[config.mk]
export PLATFORM = sky130hd
export DESIGN_NAME = fe_fft_reorder_flat
export DESIGN_NICKNAME = d
export VERILOG_FILES = /design/src/rtl/fe_fft_reorder_if.sv /design/src/rtl/fe_fft_reorder.sv /design/src/flat_wrapper.sv
export SDC_FILE = /design/constraint.sdc
export NUM_CORES = 1
export LEC_CHECK = 0
export CAP_MARGIN = 15
export CORE_AREA = 2 2 154 156
export DETAILED_ROUTE_END_ITERATION = 10
export DIE_AREA = 0 0 156 158
export PLACE_DENSITY = 0.79
export REMOVE_ABC_BUFFERS = 1
export SYNTH_ARGS = -nofsm -noshare
export SYNTH_HDL_FRONTEND = slang
export SYNTH_SLANG_ARGS = --single-unit
[constraint.sdc]
create_clock -name clk -period 6.1 [get_ports clk]
set_clock_uncertainty 0.2 [all_clocks]
set_input_delay 1.22 -clock clk [delete_from_list [all_inputs] [get_ports clk]]
set_output_delay 1.22 -clock clk [all_outputs]
set_load 0.01 [all_outputs]
[src/rtl/fe_fft_reorder_if.sv]
`default_nettype none
// ============================================================================
//  Module   : fe_fft_reorder_if
//  Purpose  : Streaming bus between the last FFT butterfly stage and the
//             reorder buffer, and from the reorder buffer to the equalizer.
//             There is no backpressure, so the bus has no ready signal.
//  Signals  : i_valid  input pair valid
//             i_data   input pair, indexed [element][I=0,Q=1]
//             o_valid  output pair valid
//             o_data   output pair, indexed [element][I=0,Q=1]
//             o_sof    first pair of an output frame
//             o_eof    last pair of an output frame
//  Modports : master - upstream side, drives i_* and observes o_*
//             slave  - reorder buffer, consumes i_* and drives o_*
//  Revision : 1.0  initial release
// ============================================================================
interface fe_fft_reorder_if #(
    parameter int NBW = 9
);
    logic                            i_valid;
    logic signed [1:0][1:0][NBW-1:0] i_data;
    logic                            o_valid;
    logic signed [1:0][1:0][NBW-1:0] o_data;
    logic                            o_sof;
    logic                            o_eof;

    modport master (
        output i_valid, i_data,
        input  o_valid, o_data, o_sof, o_eof
    );

    modport slave (
        input  i_valid, i_data,
        output o_valid, o_data, o_sof, o_eof
    );
endinterface
`default_nettype wire

[src/rtl/fe_fft_reorder.sv]
`default_nettype none
// ============================================================================
//  Module   : fe_fft_reorder
//  Purpose  : Output reorder buffer for the serial radix-2^2 FFT. Pairs arrive
//             in bit-reversed pair order and leave in natural order through
//             a ping-pong RAM (one bank filling while the other drains).
//  Ports    : clk          clock
//             rst_async_n  asynchronous reset, active-low
//             i_clear      synchronous clear, drops partial/pending frames
//             bus          fe_fft_reorder_if.slave (i_valid/i_data in,
//                          o_valid/o_data/o_sof/o_eof out)
//  Params   : NBW     width of each I/Q component
//             LOG2_N  log2 of FFT size N (>= 2); a frame is N/2 pairs
//  Revision : 1.0  initial release
// ============================================================================
module fe_fft_reorder #(
    parameter int NBW    = 9,
    parameter int LOG2_N = 3
) (
    input  wire logic       clk,
    input  wire logic       rst_async_n,
    input  wire logic       i_clear,
    fe_fft_reorder_if.slave bus
);

    localparam int            AW        = LOG2_N - 1;
    localparam int            HALF      = 1 << AW;
    localparam int            DW        = 4 * NBW;
    localparam logic [AW-1:0] LAST_ADDR = AW'(HALF - 1);

    typedef enum logic [0:0] {
        IDLE = 1'b0,
        READ = 1'b1
    } state_t;

    function automatic logic [AW-1:0] bitrev(input logic [AW-1:0] x);
        logic [AW-1:0] r;
        for (int i = 0; i < AW; i++) begin
            r[i] = x[AW-1-i];
        end
        return r;
    endfunction

    // Ping-pong storage, one whole pair per word. Contents are never reset;
    // the output valid gating keeps stale words from being flagged.
    logic [DW-1:0] mem [2][HALF];

    // ------------------------------------------------------------------
    // Write side
    // ------------------------------------------------------------------
    logic [AW-1:0] wr_pair;
    logic          wr_bank;
    logic          wr_en;
    logic          swap;

    assign wr_en = bus.i_valid && !i_clear;
    assign swap  = wr_en && (wr_pair == LAST_ADDR);

    always_ff @(posedge clk) begin
        if (wr_en) begin
            mem[wr_bank][bitrev(wr_pair)] <= bus.i_data;
        end
    end

    always_ff @(posedge clk or negedge rst_async_n) begin
        if (!rst_async_n) begin
            wr_pair <= '0;
            wr_bank <= 1'b0;
        end else if (i_clear) begin
            wr_pair <= '0;
            wr_bank <= 1'b0;
        end else if (wr_en) begin
            wr_pair <= wr_pair + 1'b1;
            if (swap) begin
                wr_bank <= ~wr_bank;
            end
        end
    end

    // ------------------------------------------------------------------
    // Bank status: set when a bank's frame completes, cleared when its
    // last pair is read. The two events always target different banks
    // because a frame cannot complete faster than a bank drains.
    // ------------------------------------------------------------------
    logic [1:0] full;
    logic [1:0] full_set;
    logic [1:0] full_clr;
    logic       rd_last;
    logic       rd_bank;

    assign full_set = swap    ? (2'b01 << wr_bank) : 2'b00;
    assign full_clr = rd_last ? (2'b01 << rd_bank) : 2'b00;

    always_ff @(posedge clk or negedge rst_async_n) begin
        if (!rst_async_n) begin
            full <= 2'b00;
        end else if (i_clear) begin
            full <= 2'b00;
        end else begin
            full <= (full & ~full_clr) | full_set;
        end
    end

    // ------------------------------------------------------------------
    // Read FSM
    // ------------------------------------------------------------------
    state_t        state;
    state_t        state_next;
    logic [AW-1:0] rd_addr;
    logic [AW-1:0] rd_addr_next;
    logic          rd_bank_next;
    logic          rd_en;

    always_ff @(posedge clk or negedge rst_async_n) begin
        if (!rst_async_n) begin
            state   <= IDLE;
            rd_addr <= '0;
            rd_bank <= 1'b0;
        end else begin
            state   <= state_next;
            rd_addr <= rd_addr_next;
            rd_bank <= rd_bank_next;
        end
    end

    always_comb begin
        state_next   = state;
        rd_addr_next = rd_addr;
        rd_bank_next = rd_bank;
        rd_en        = 1'b0;
        rd_last      = 1'b0;
        if (i_clear) begin
            state_next   = IDLE;
            rd_addr_next = '0;
            rd_bank_next = 1'b0;
        end else begin
            unique case (state)
                IDLE: begin
                    if (full[rd_bank]) begin
                        state_next   = READ;
                        rd_addr_next = '0;
                    end
                end
                READ: begin
                    rd_en = 1'b1;
                    if (rd_addr == LAST_ADDR) begin
                        rd_last      = 1'b1;
                        rd_addr_next = '0;
                        rd_bank_next = ~rd_bank;
                        // A frame already waiting in the other bank is
                        // read straight away so full-rate streams have
                        // no bubble between frames.
                        state_next   = full[~rd_bank] ? READ : IDLE;
                    end else begin
                        rd_addr_next = rd_addr + 1'b1;
                    end
                end
                default: state_next = IDLE;
            endcase
        end
    end

    // ------------------------------------------------------------------
    // Registered RAM read doubles as the output register; o_data only
    // updates on a read so it holds its value between bursts.
    // ------------------------------------------------------------------
    always_ff @(posedge clk or negedge rst_async_n) begin
        if (!rst_async_n) begin
            bus.o_valid <= 1'b0;
            bus.o_sof   <= 1'b0;
            bus.o_eof   <= 1'b0;
            bus.o_data  <= '0;
        end else if (i_clear) begin
            bus.o_valid <= 1'b0;
            bus.o_sof   <= 1'b0;
            bus.o_eof   <= 1'b0;
            bus.o_data  <= '0;
        end else begin
            bus.o_valid <= rd_en;
            bus.o_sof   <= rd_en && (rd_addr == '0);
            bus.o_eof   <= rd_last;
            if (rd_en) begin
                bus.o_data <= mem[rd_bank][rd_addr];
            end
        end
    end

endmodule
`default_nettype wire

[src/flat_wrapper.sv]
// flat-port wrapper written by rule: the top's interface ports become plain ports
module fe_fft_reorder_flat 
#(
    parameter int NBW    = 9,
    parameter int LOG2_N = 3
)
  (clk, rst_async_n, i_clear, bus_i_valid, bus_i_data, bus_o_valid, bus_o_data, bus_o_sof, bus_o_eof);
  fe_fft_reorder_if #(.NBW(NBW)) bus_i ();
  input  wire logic clk;
  input  wire logic rst_async_n;
  input  wire logic i_clear;
  input wire logic [$bits(bus_i.i_valid)-1:0] bus_i_valid;
  input wire logic [$bits(bus_i.i_data)-1:0] bus_i_data;
  output wire logic [$bits(bus_i.o_valid)-1:0] bus_o_valid;
  output wire logic [$bits(bus_i.o_data)-1:0] bus_o_data;
  output wire logic [$bits(bus_i.o_sof)-1:0] bus_o_sof;
  output wire logic [$bits(bus_i.o_eof)-1:0] bus_o_eof;
  assign bus_i.i_valid = bus_i_valid;
  assign bus_i.i_data = bus_i_data;
  assign bus_o_valid = bus_i.o_valid;
  assign bus_o_data = bus_i.o_data;
  assign bus_o_sof = bus_i.o_sof;
  assign bus_o_eof = bus_i.o_eof;
  fe_fft_reorder #(.NBW(NBW), .LOG2_N(LOG2_N)) u_core (.clk(clk), .rst_async_n(rst_async_n), .i_clear(i_clear), .bus(bus_i));
endmodule
After elaboration in Yosys (flattened, before gate mapping)
Memory sizes are Yosys's and may differ from the RTL's.
Index checks and enable logic that the tools add are counted.
Widths: inputs -> output; s select.
{ "classes": {"bitwise": 8, "mux": 41, "n_eq_ne": 3, "reduce_logical": 13, "n_shift": 2, "n_lt_le_gt_ge": 5, "addsub": 2} }
{ "ops": {"columns": ["op", "count"], "rows": [
  ["$mux 36", 5],
  ["$mux 144", 1],
  ["$bmux 36 s2", 1],
  ["$demux 36 s2", 1],
  ["$mux 1", 23],
  ["$mux 2", 8],
  ["$reduce_bool 2->1", 5],
  ["$ge 3x3->1 const B", 2],
  ["$not 2->3", 2],
  ["$add 2x1->2 const B", 2],
  ["$eq 2x2->1 const B", 2],
  ["$logic_and 1x1->1", 4],
  ["$lt 1x2->1 const B", 2],
  ["$pmux 2 s2", 1],
  ["$reduce_and 2->1", 2],
  ["$shl 1x1->2 const A", 2],
  ["$lt 3x1->1 const B", 1],
  ["$ne 3x2->1 const B", 1],
  ["$not 1->1", 3],
  ["$and 2x2->2", 1],
  ["$logic_not 2->1", 1],
  ["$not 2->2", 1],
  ["$or 2x2->2", 1],
  ["$pmux 1 s2", 1],
  ["$logic_not 1->1", 1]
]} }
{ "totals": {"regBits": 48, "memories": 1, "ramBits": 288, "inputBits": 40, "output_inout_bits": 39, "word_cells": 88} }
{ "memory_table": {"columns": ["name", "words", "width", "read_ports", "rd_ports_with_merged_regs", "wr", "line", "text"], "rows": [
  ["u_core.mem", 2, 144, 1, 0, 1, "fe_fft_reorder.sv:46", "logic [DW-1:0] mem [2][HALF];"]
]} }

Logic depth before layout (Yosys ltp)
Gate-level depths: netlist of the first run.
{ "depth": {"ltp_word": 9, "ltp_mapped": 6, "mapped_depth_nobuf": 4} }

Worst setup path before layout of the first run
OpenSTA, ideal clock, no wires.
{ "synth_timing": {"path_kind": "in2reg", "startpoint": "input port bus_i_valid", "endpoint": "memory u_core.mem[0][36] (netlist name), enable pin", "setup_slack_ps": 426, "stages": 2, "setup_time_ps": 520, "n_path_buf": 1, "t_arrival_ps": 4954, "required_ps": 5380, "cell_sequence": "buf_2 nor4bb_1"} }
{ "synth_between": {"elab_chain_len": 3} }
{ "synth_rtl": {"columns": ["item", "line", "text"], "rows": [
  ["from (decl)", "flat_wrapper.sv:12", "input wire logic [$bits(bus_i.i_valid)-1:0] bus_i_valid;"],
  ["$logic_and 1x1->1", "fe_fft_reorder.sv:56", "assign wr_en = bus.i_valid && !i_clear;"],
  ["$mux 1", "fe_fft_reorder.sv:60", "if (wr_en) begin"],
  ["$mux 144 (implied by the code)", "fe_fft_reorder.sv:61", "mem[wr_bank][bitrev(wr_pair)] <= bus.i_data;"],
  ["to (decl)", "fe_fft_reorder.sv:46", null]
]} }
Every way passes these cells.

Worst setup path after layout of the first run
{ "layout_timing": {"startpoint": "input port i_clear", "endpoint": "memory u_core.mem[1][2] (netlist name), enable pin"} }
{ "layout_between": {"elab_chain_len": 4} }
{ "layout_rtl": {"columns": ["item", "line", "text"], "rows": [
  ["from (decl)", "flat_wrapper.sv:11", "input wire logic i_clear;"],
  ["$logic_not 1->1", "fe_fft_reorder.sv:56", null],
  ["$logic_and 1x1->1", "fe_fft_reorder.sv:56", null],
  ["$mux 1", "fe_fft_reorder.sv:60", null],
  ["$mux 144 (implied by the code)", "fe_fft_reorder.sv:61", null]
]} }
Every way passes these cells.

==> results of run 1 <==
## cells in the final DEF (no fill, tap or decap), types with 6 or more instances in the layout
master and instances:
edfxtp_1 288, clkdlybuf4s50_1 77, dfrtp_1 45, nand2_1 42, mux2_4 40, mux4_2 36
o31ai_2 36, clkbuf_16 36, nor2_2 26, o22ai_2 18, mux2_2 18, o22ai_1 18
nor2_1 15, mux2_1 14, clkbuf_8 10, buf_4 10, clkbuf_1 8, inv_1 6
ha_1 6
## per-layer routing
metal	vias to the layer above	global-route usage, %	wire length [µm]
met1	3463	30.4	11000
met2	241	37.1	13200
met5	-	0	0
met3	60	4.41	1640
met4	0	6.64	574
li1	2865	-	-
## critical path, cell delays in order
cell and delay [ns]:
clkdlybuf4s50_1 0.82, nand2b_1 0.50, nor2_4 0.74, buf_4 0.38
## sequential cells by signal (all words and copies together), names as in the netlist
register	cells
u_core.bus.o_valid	1
u_core.bus.o_data	36
u_core.rd_addr	2
u_core.bus.o_eof	1
u_core.wr_bank	1
u_core.state	1
u_core.mem	288
u_core.bus.o_sof	1
u_core.wr_pair	2
u_core.rd_bank	1
u_core.full	2
## path summary, 6_finish.rpt
path | startpoint | end | slack, ns | depth (start not counted)
worst min-delay path | u_core.bus.o_data[1] | u_core.bus.o_data[1] | 0.29 | 2
worst min register to register | u_core.bus.o_data[1] | u_core.bus.o_data[1] | 0.29 | 2
min in group asynchronous | rst_async_n | u_core.bus.o_data[1] | 0.66 | 2
max in group asynchronous | rst_async_n | u_core.rd_bank | 4.49 | 2
worst max-delay path | i_clear | u_core.mem[1][2] | 2.41 | 4
worst max register to register | u_core.rd_addr[0] | u_core.bus.o_data[25] | 3.30 | 4
## through the flow
| step | area, µm² | utilization (%) |
|---|---|---|
| 3_5_place_dp | 14400 | 62.4 |
| 6_report | 15600 | 67.5 |
| 5_1_grt | 15600 | 67.5 |
| 2_1_floorplan | 13100 | - |
| 4_1_cts | 15500 | 67.2 |
| 3_3_place_gp | 14400 | 62.4 |
## kinds of logic after synthesis
family / after synthesis / synth area share (%)
AOI/OAI and AO/OA: 80 / 6.24
xor gates and xnor gates: 2 / 0.130
adders and majority gates: 6 / 0.559
buffers and inverters: 45 / 2.77
DFF: 336 / 73.3
muxes: 110 / 13.3
and+or+nand+nor: 103 / 3.68
## power breakdown
part           internal [µW]  switching, µW  total [µW]  leakage, µW
sequential              2530           11.4        2540      0.00326
clock                   1200            816        2020     0.000547
combinational           62.9           93.9         157      0.00143
total                   3800            921        4720      0.00524
## cells in the mapped netlist (4+ instances only)
cell      number
nand2_1       43
mux2_2        18
mux4_2        36
buf_2         17
nor2_2        27
o31ai_2       36
mux2_1        14
buf_12         8
inv_1          6
ha_1           6
mux2_4        40
edfxtp_1     288
buf_4          4
o22ai_1       18
clkbuf_1       6
o22ai_2       18
nor2_1        18
dfrtp_1       48
## area by class of cell
cell class                 count  area share [%]
multi-input combinational    301            21.1
inverter                       6           0.145
antenna                        1          0.0161
clock buffer                  54            6.87
timing repair buffer          92            5.98
tap                          290            2.33
sequential                   336            63.3
clock inverter                 6           0.233
==> metrics, run 1 <==
Cell variety after synth 37; ys async rst share between 10% and 20%; routed len/inst between 20 and 25 µm; H-tree levels 2; Slew HR 19.4%; Finished Layout Cells 1086; WP data arrival 3.67 ns; DR DRC count 0; Yosys warning count 0; Rows 56; fillers 1434; Avg Cell Area, Syn 19.7 µm²; Resized cells post-CTS 0; CTS root buf clkbuf_16; P_leak 0.00524 µW; Tmin final 3.69 ns; Reg clk slew, reported paths 0.06 ns; # IOs 79; endpoint class of the critical path flop; largest net degree at the start of global routing 49; PwrDens 303 mW/mm²; Final TNS setup 0 ns; top_reg_cell synth edfxtp_1; cell count after synthesis 682; CTS Buffer Depth 3; Clock Latency Late Sink 0.50 ns; Die W 156 µm; sequential area share after synthesis 73.3%; CTS tree yes; Final nets between 800 and 900; status completed; crit-path max FO 22; Num CTS Buffers 34; vias around 6600; dpl cells 1022; synth top area cells edfxtp_1 (64%), dfrtp_1 (8.9%), mux4_2 (6.0%); DP HPWL 14.3 mm; setup violators final 0; max_cap viols 0; Max Clk Rate 271 MHz; setup ws final between 2 and 2.5 ns; Total GRT Usage 22.3%; unrepaired setup endpoints after global routing no; total wire length around 26 mm; Register Area 0.00986 mm²; mapped cell area 0.0134 mm²; Total Power between 4000 and 5000 µW; area leader, netlist edfxtp_1; WS Path Type in2reg; slew at the pin with the worst max-slew slack 1.20 ns; Die Ht 158 µm; EDFF count, synth 288; Initial Utilization 58.3%; share of layout cells above drive strength 1 32.2%; final hold viol count 0; pre-CTS setup slack 1.94 ns; Die Area 0.0246 mm²; Hold Buf Count CTS 0; Area Overhead vs Synth 15.8%; IO Port Bufs 78; area occupied by multi-input gates roughly 0.0033 mm²; Max VDD drop approximately 0.26 mV; clk sinks 336; FF+latch count, synth 336; worst hold path class reg2reg; share of the synthesized area in the top cell type 64.4%; antenna violations before repair 1; crit share post-route roughly 60%; vias in the first global route slightly above 7000; via-per-instance ratio about 6; Max Slew Vio Count 0; DR pass1 iterations 5; Iter 0 DRT Violations 518; first-pass GRT wire length roughly 41 mm; Post-CTS Setup Bufs 0; gr ovfl total 0; crit path launch type input pin; Antenna Nets Post-Route 0; CP Data Required Time 6.08 ns; Hold Slack 0.290 ns; core box area 0.0231 mm²; Placer Congestion 0.745
(Power assumes the default switching activity.)
==> run 2, diff against run 1 <==
- CORE_AREA: 2 2 154 156 -> 2 2 163 165
- DIE_AREA: 0 0 156 158 -> 0 0 165 167
- PLACE_DENSITY: 0.79 -> 0.74
- clock period: 6.1 -> 3 ns (I/O delays scaled with it)
==> metrics, run 2 (same netlist as run 1, synthesis figures left out) <==
Area Overhead vs Synth 17.0%; CTS Buffer Depth 3 (unchanged); Rows 59 (+5.4%); IO Port Bufs 78 (unchanged); CTS tree yes; largest net degree at the start of global routing 33 (-33%); commonest non-fill, non-tap cells in the layout edfxtp_1 (288), clkdlybuf4s50_1 (77), dfrtp_1 (45), nand2_1 (42), mux2_4 (40); Reg clk slew, reported paths 0.06 ns (about the same); core box area 0.0258 mm² (+12%); antenna violations before repair 1 (unchanged); Hold Slack 0.254 ns (-0.0356 ns); Final TNS setup 0 ns (unchanged); crit share post-route around 80%; endpoint class of the critical path primary output; clk sinks 336 (unchanged); Die W 165 µm (+5.8%); Crit path max-delay family buffers and inverters; PwrDens 598 mW/mm² (+97%); path depth of the worst reg2reg path 4 (unchanged); Worst Path Buf+Inv 1 (-1); slew at the pin with the worst max-slew slack 0.514 ns (-0.690 ns); Slew HR 65.7% (+46 points); Die Ht 167 µm (+5.7%); most flop-heavy register u_core.mem; # diodes 0 (-1); WS Path Type reg2out; share of layout cells above drive strength 1 33.6% (+1.4 points); Iter 0 DRT Violations 558 (+7.7%); fillers 1791 (+25%); max FFs per register 288 (unchanged); DR pass1 iterations 5 (unchanged); final hold viol count 0 (unchanged); # IOs 79 (unchanged); Total GRT Usage 19.7% (-2.6 points); Max Clk Rate approximately 420 MHz; max_cap viols 0 (unchanged); Num CTS Buffers 31 (-8.8%); Initial Utilization 52.2% (-6.1 points); critical-path cell list clkdlybuf4s50_1; Max VDD drop 0.451 mV (+75%); first-pass GRT wire length 40.7 mm (-0.51%); setup violators final 0 (unchanged); vias in the first global route 7089 (+0.14%); routed len/inst 23.3 µm (-4.4%); max incr delay on CP 0.57 ns (-0.25 ns); area of placed instances 0.0147 mm² (+2.0%); gr ovfl total 0 (unchanged); via-per-instance ratio 5.77 (-5.5%); Tmin final 2.37 ns; Max Slew Vio Count 0 (unchanged); worst hold path class in2async; Post-CTS Setup Bufs 0 (unchanged); Die Area 0.0276 mm² (+12%); slowest CP cell clkdlybuf4s50_1; Top Registers u_core.mem (288), u_core.bus.o_data (36); status completed; Clock Latency Late Sink 0.57 ns (+0.07 ns); Antenna Nets Post-Route 0 (unchanged); H-tree levels 1 (-1); P_leak 0.00532 µW (+1.4%); crit path launch type flop; Final nets 837 (+2.4%); DP HPWL 16.4 mm (+15%); Placer Congestion 0.797 (+7.0%); CP Data Required Time 2.20 ns (-3.88 ns); Total Power 9400 µW (+99%); WP data arrival 1.57 ns (-2.10 ns); vias 6636 (+0.11%); total wire length 26.8 mm (+1.4%); reg2reg end u_core.bus.o_data[23]; CTS root buf clkbuf_16; Finished Cell Area 0.0157 mm² (+1.1%); R2R Setup Slk 0.75 ns (-2.55 ns); commonest non-fill, non-tap cell in the layout edfxtp_1; DR DRC count 0 (unchanged); worst reg2reg path startpoint u_core.rd_bank; unrepaired setup endpoints after global routing no; crit-path max FO 2 (-91%)
-- run 2: cell types whose count changed in the layout (fill, tap and decap cells not counted), sizes merged --
cell | previous run | this run
buf | 15 | 37
bufinv | 0 | 2
clkbuf | 54 | 49
clkinvlp | 0 | 1
diode | 1 | 0
dlygate4sd3 | 0 | 1
-- run 2: metrics by stage --
stage          std cells  worst slack [ns]  utilization (%)
2_1_floorplan        643             -1.96                -
3_3_place_gp        1092             0.443             57.0
3_5_place_dp        1092             0.360             57.0
4_1_cts             1151             0.619             61.1
5_1_grt             1151             0.608             61.1
6_report            1151             0.625             61.1
-- run 2: power by group --
| group | switching, µW | internal [µW] |
|---|---|---|
| logic | 192 | 137 |
| clock network | 1640 | 2270 |
| registers | 22.5 | 5150 |
| total | 1850 | 7550 |
-- run 2: worst max path at each step --
stage                     slack [ns]                  start                    end  cells after the start
after floorplan                -1.96         u_core.rd_bank  u_core.bus.o_data[14]                      3
after global placement          0.44                i_clear  u_core.bus.o_data[11]                      5
after detailed placement        0.36                i_clear  u_core.bus.o_data[34]                      5
after CTS                       0.62  u_core.bus.o_data[23]         bus_o_data[23]                      1
after global routing            0.61  u_core.bus.o_data[23]         bus_o_data[23]                      1
final                           0.63  u_core.bus.o_data[23]         bus_o_data[23]                      1
-- run 2: what timing repair did --
action,CTS,global route
gates resized for setup,0,0
hold endpoints to repair,10,0
hold buffers,1,0
-- run 2: metal layers --
| layer | share of wire (%) | global-route usage (%) | up-vias |
|---|---|---|---|
| met5 | 0.045 | 0 | - |
| met3 | 5.7 | 3.16 | 44 |
| li1 | - | - | 2909 |
| met4 | 1.8 | 4.95 | 2 |
| met1 | 41 | 26.5 | 3466 |
| met2 | 51 | 33.5 | 215 |
-- run 2: layout make-up --
type                    count  area [µm²]  area share (%)
clock buffers              49         913            5.81
clock inverters             9         116           0.740
inverters                   6        22.5           0.143
multi-input cells         301        3280            20.9
flip-flops and latches    336        9860            62.7
well taps                 335         419            2.66
repair buffers            115        1120            7.11
==> run 3, diff against run 2 <==
- CORE_AREA: 2 2 163 165 -> 2 2 154 156
- DIE_AREA: 0 0 165 167 -> 0 0 156 158
- PLACE_DENSITY: 0.74 -> 0.79
- clock period: 3 -> 2.2 ns (I/O delays scaled with it)
==> metrics, run 3 (same netlist as run 1, synthesis figures left out) <==
WS Path Type reg2out; GRT met2 Usage 37.7% (+4.2 points); met1 Use GR 31.6% (+5.1 points); Iter 0 DRT Violations 521 (-6.6%); # diodes 0 (unchanged); Die Area 0.0246 mm² (-11%); worst hold path class in2async; PwrDens 848 mW/mm² (+42%); WP data arrival 1.49 ns (-0.08 ns); Die W 156 µm (-5.5%); first-pass GRT wire length 42.2 mm (+3.7%); Finished Layout Cells 1115 (-3.1%); dpl cells 1054 (-3.5%); vias in the first global route 7093 (+0.056%); Max Clk Rate 470 MHz; Crit path max-delay family buffers and inverters; slowest CP cell clkdlybuf4s50_1; crit share post-route 96.6%; Antenna Nets Post-Route 0 (unchanged); Max VDD drop 0.734 mV (+63%); final hold viol count 0 (unchanged); Final nets 847 (+1.2%); endpoint class of the critical path primary output; Area Overhead vs Synth 19.9%; clk sinks 336 (unchanged); setup ws final 0.0745 ns (-0.551 ns); max incr delay on CP 0.57 ns (about the same); Initial Utilization 58.3% (+6.1 points); DR pass1 iterations 5 (unchanged); Die Ht 158 µm (-5.4%); pre-CTS setup slack -0.144 ns (-0.503 ns); fillers 1342 (-25%); Total GRT Usage 23.3% (+3.7 points); total wire length 27.7 mm (+3.3%); IO Port Bufs 78 (unchanged); max_cap viols 0 (unchanged); CTS tree yes; Slew HR 67.2% (+1.5 points); WP depth 1 (unchanged); P_leak 0.00550 µW (+3.5%); Placer Congestion 0.791 (-0.73%); Clock Latency Late Sink 0.50 ns (-0.07 ns); critical-path cell list clkdlybuf4s50_1; DR DRC count 0 (unchanged); max FFs per register 288 (unchanged); via-per-instance ratio 6.10 (+5.9%); Total Power 13700 µW (+45%); crit-path max FO 2 (unchanged); H-tree levels 2 (+1); gr ovfl total 0 (unchanged); path depth of the worst reg2reg path 4 (unchanged); unrepaired setup endpoints after global routing no; DP HPWL 16.1 mm (-1.6%); slew at the pin with the worst max-slew slack 0.493 ns (-0.0218 ns); Resized cells post-CTS 0 (unchanged); CTS root buf clkbuf_16; routed len/inst 24.9 µm (+6.6%); Post-CTS Setup Bufs 0 (unchanged); vias 6805 (+2.5%); Finished Cell Area 0.0161 mm² (+2.4%); largest net degree at the start of global routing 37 (+12%); CP Data Required Time 1.56 ns (-0.64 ns); CTS Buffer Depth 3 (unchanged); grt met3 use 5.50% (+2.3 points); share of layout cells above drive strength 1 34.5% (+0.97 points); # IOs 79 (unchanged); Tmin final 2.13 ns; Reg clk slew, reported paths 0.06 ns (about the same); area of placed instances 0.0149 mm² (+1.3%); most flop-heavy register u_core.mem; commonest non-fill, non-tap cell in the layout edfxtp_1; antenna violations before repair 0 (-1); Max Slew Vio Count 0 (unchanged); Rows 56 (-5.1%); status completed; commonest non-fill, non-tap cells in the layout edfxtp_1 (288), clkdlybuf4s50_1 (77), dfrtp_1 (45), nand2_1 (42), mux2_4 (40); Worst Path Buf+Inv 1 (unchanged); crit path launch type flop; Top Registers u_core.mem (288), u_core.bus.o_data (36); setup violators final 0 (unchanged); grt peak-use layer met2; Num CTS Buffers 34 (+9.7%); Hold Slack 0.229 ns (-0.0250 ns); core box area 0.0231 mm² (-11%)
-- run 3: area by class of cell --
type | count | area (µm²) | share of cell area, %
clock inverter | 9 | 174 | 1.08
tap | 290 | 363 | 2.25
multi-input combinational | 301 | 3280 | 20.4
timing repair buffer | 122 | 1370 | 8.51
sequential | 336 | 9860 | 61.2
clock buffer | 51 | 1040 | 6.45
inverter | 6 | 22.5 | 0.140
-- run 3: per-layer routing --
layer	vias to the layer above	share of wire [%]	routed length, µm
li1	2928	-	-
met1	3530	41	11400
met2	284	49	13600
met3	63	7.1	1960
met4	0	2.8	764
met5	-	0	0
-- run 3: metrics by stage --
stage	utilization [%]	setup TNS, ns
6_report	69.9	0
5_1_grt	69.9	0
4_1_cts	69.9	0
3_5_place_dp	64.6	-25.64
3_3_place_gp	64.6	-14.81
2_1_floorplan	-	-448.55
-- run 3: worst paths after layout --
check	endpoint	start	slack (ns)
max reg2reg	u_core.bus.o_data[29]	u_core.rd_bank	0.09
min reg2reg	u_core.bus.o_data[3]	u_core.bus.o_data[3]	0.28
max	bus_o_data[13]	u_core.bus.o_data[13]	0.07
min in group clk	u_core.bus.o_data[3]	u_core.bus.o_data[3]	0.28
min	u_core.bus.o_data[7]	rst_async_n	0.23
max in group asynchronous	u_core.bus.o_data[32]	rst_async_n	1.01
-- run 3: report_power, final --
part / total, µW / internal, µW / switching (µW) / leakage (µW)
Combinational: 475 / 203 / 272 / 0.00164
Sequential: 7050 / 7020 / 34.7 / 0.00326
Clock: 6140 / 3860 / 2280 / 0.000594
Total: 13700 / 11100 / 2590 / 0.00550
-- run 3: timing repair --
| item | CTS | global route |
|---|---|---|
| hold endpoints to repair | 11 | 0 |
| endpoints found under the setup margin | 0 | 0 |
| hold buffers | 1 | 0 |
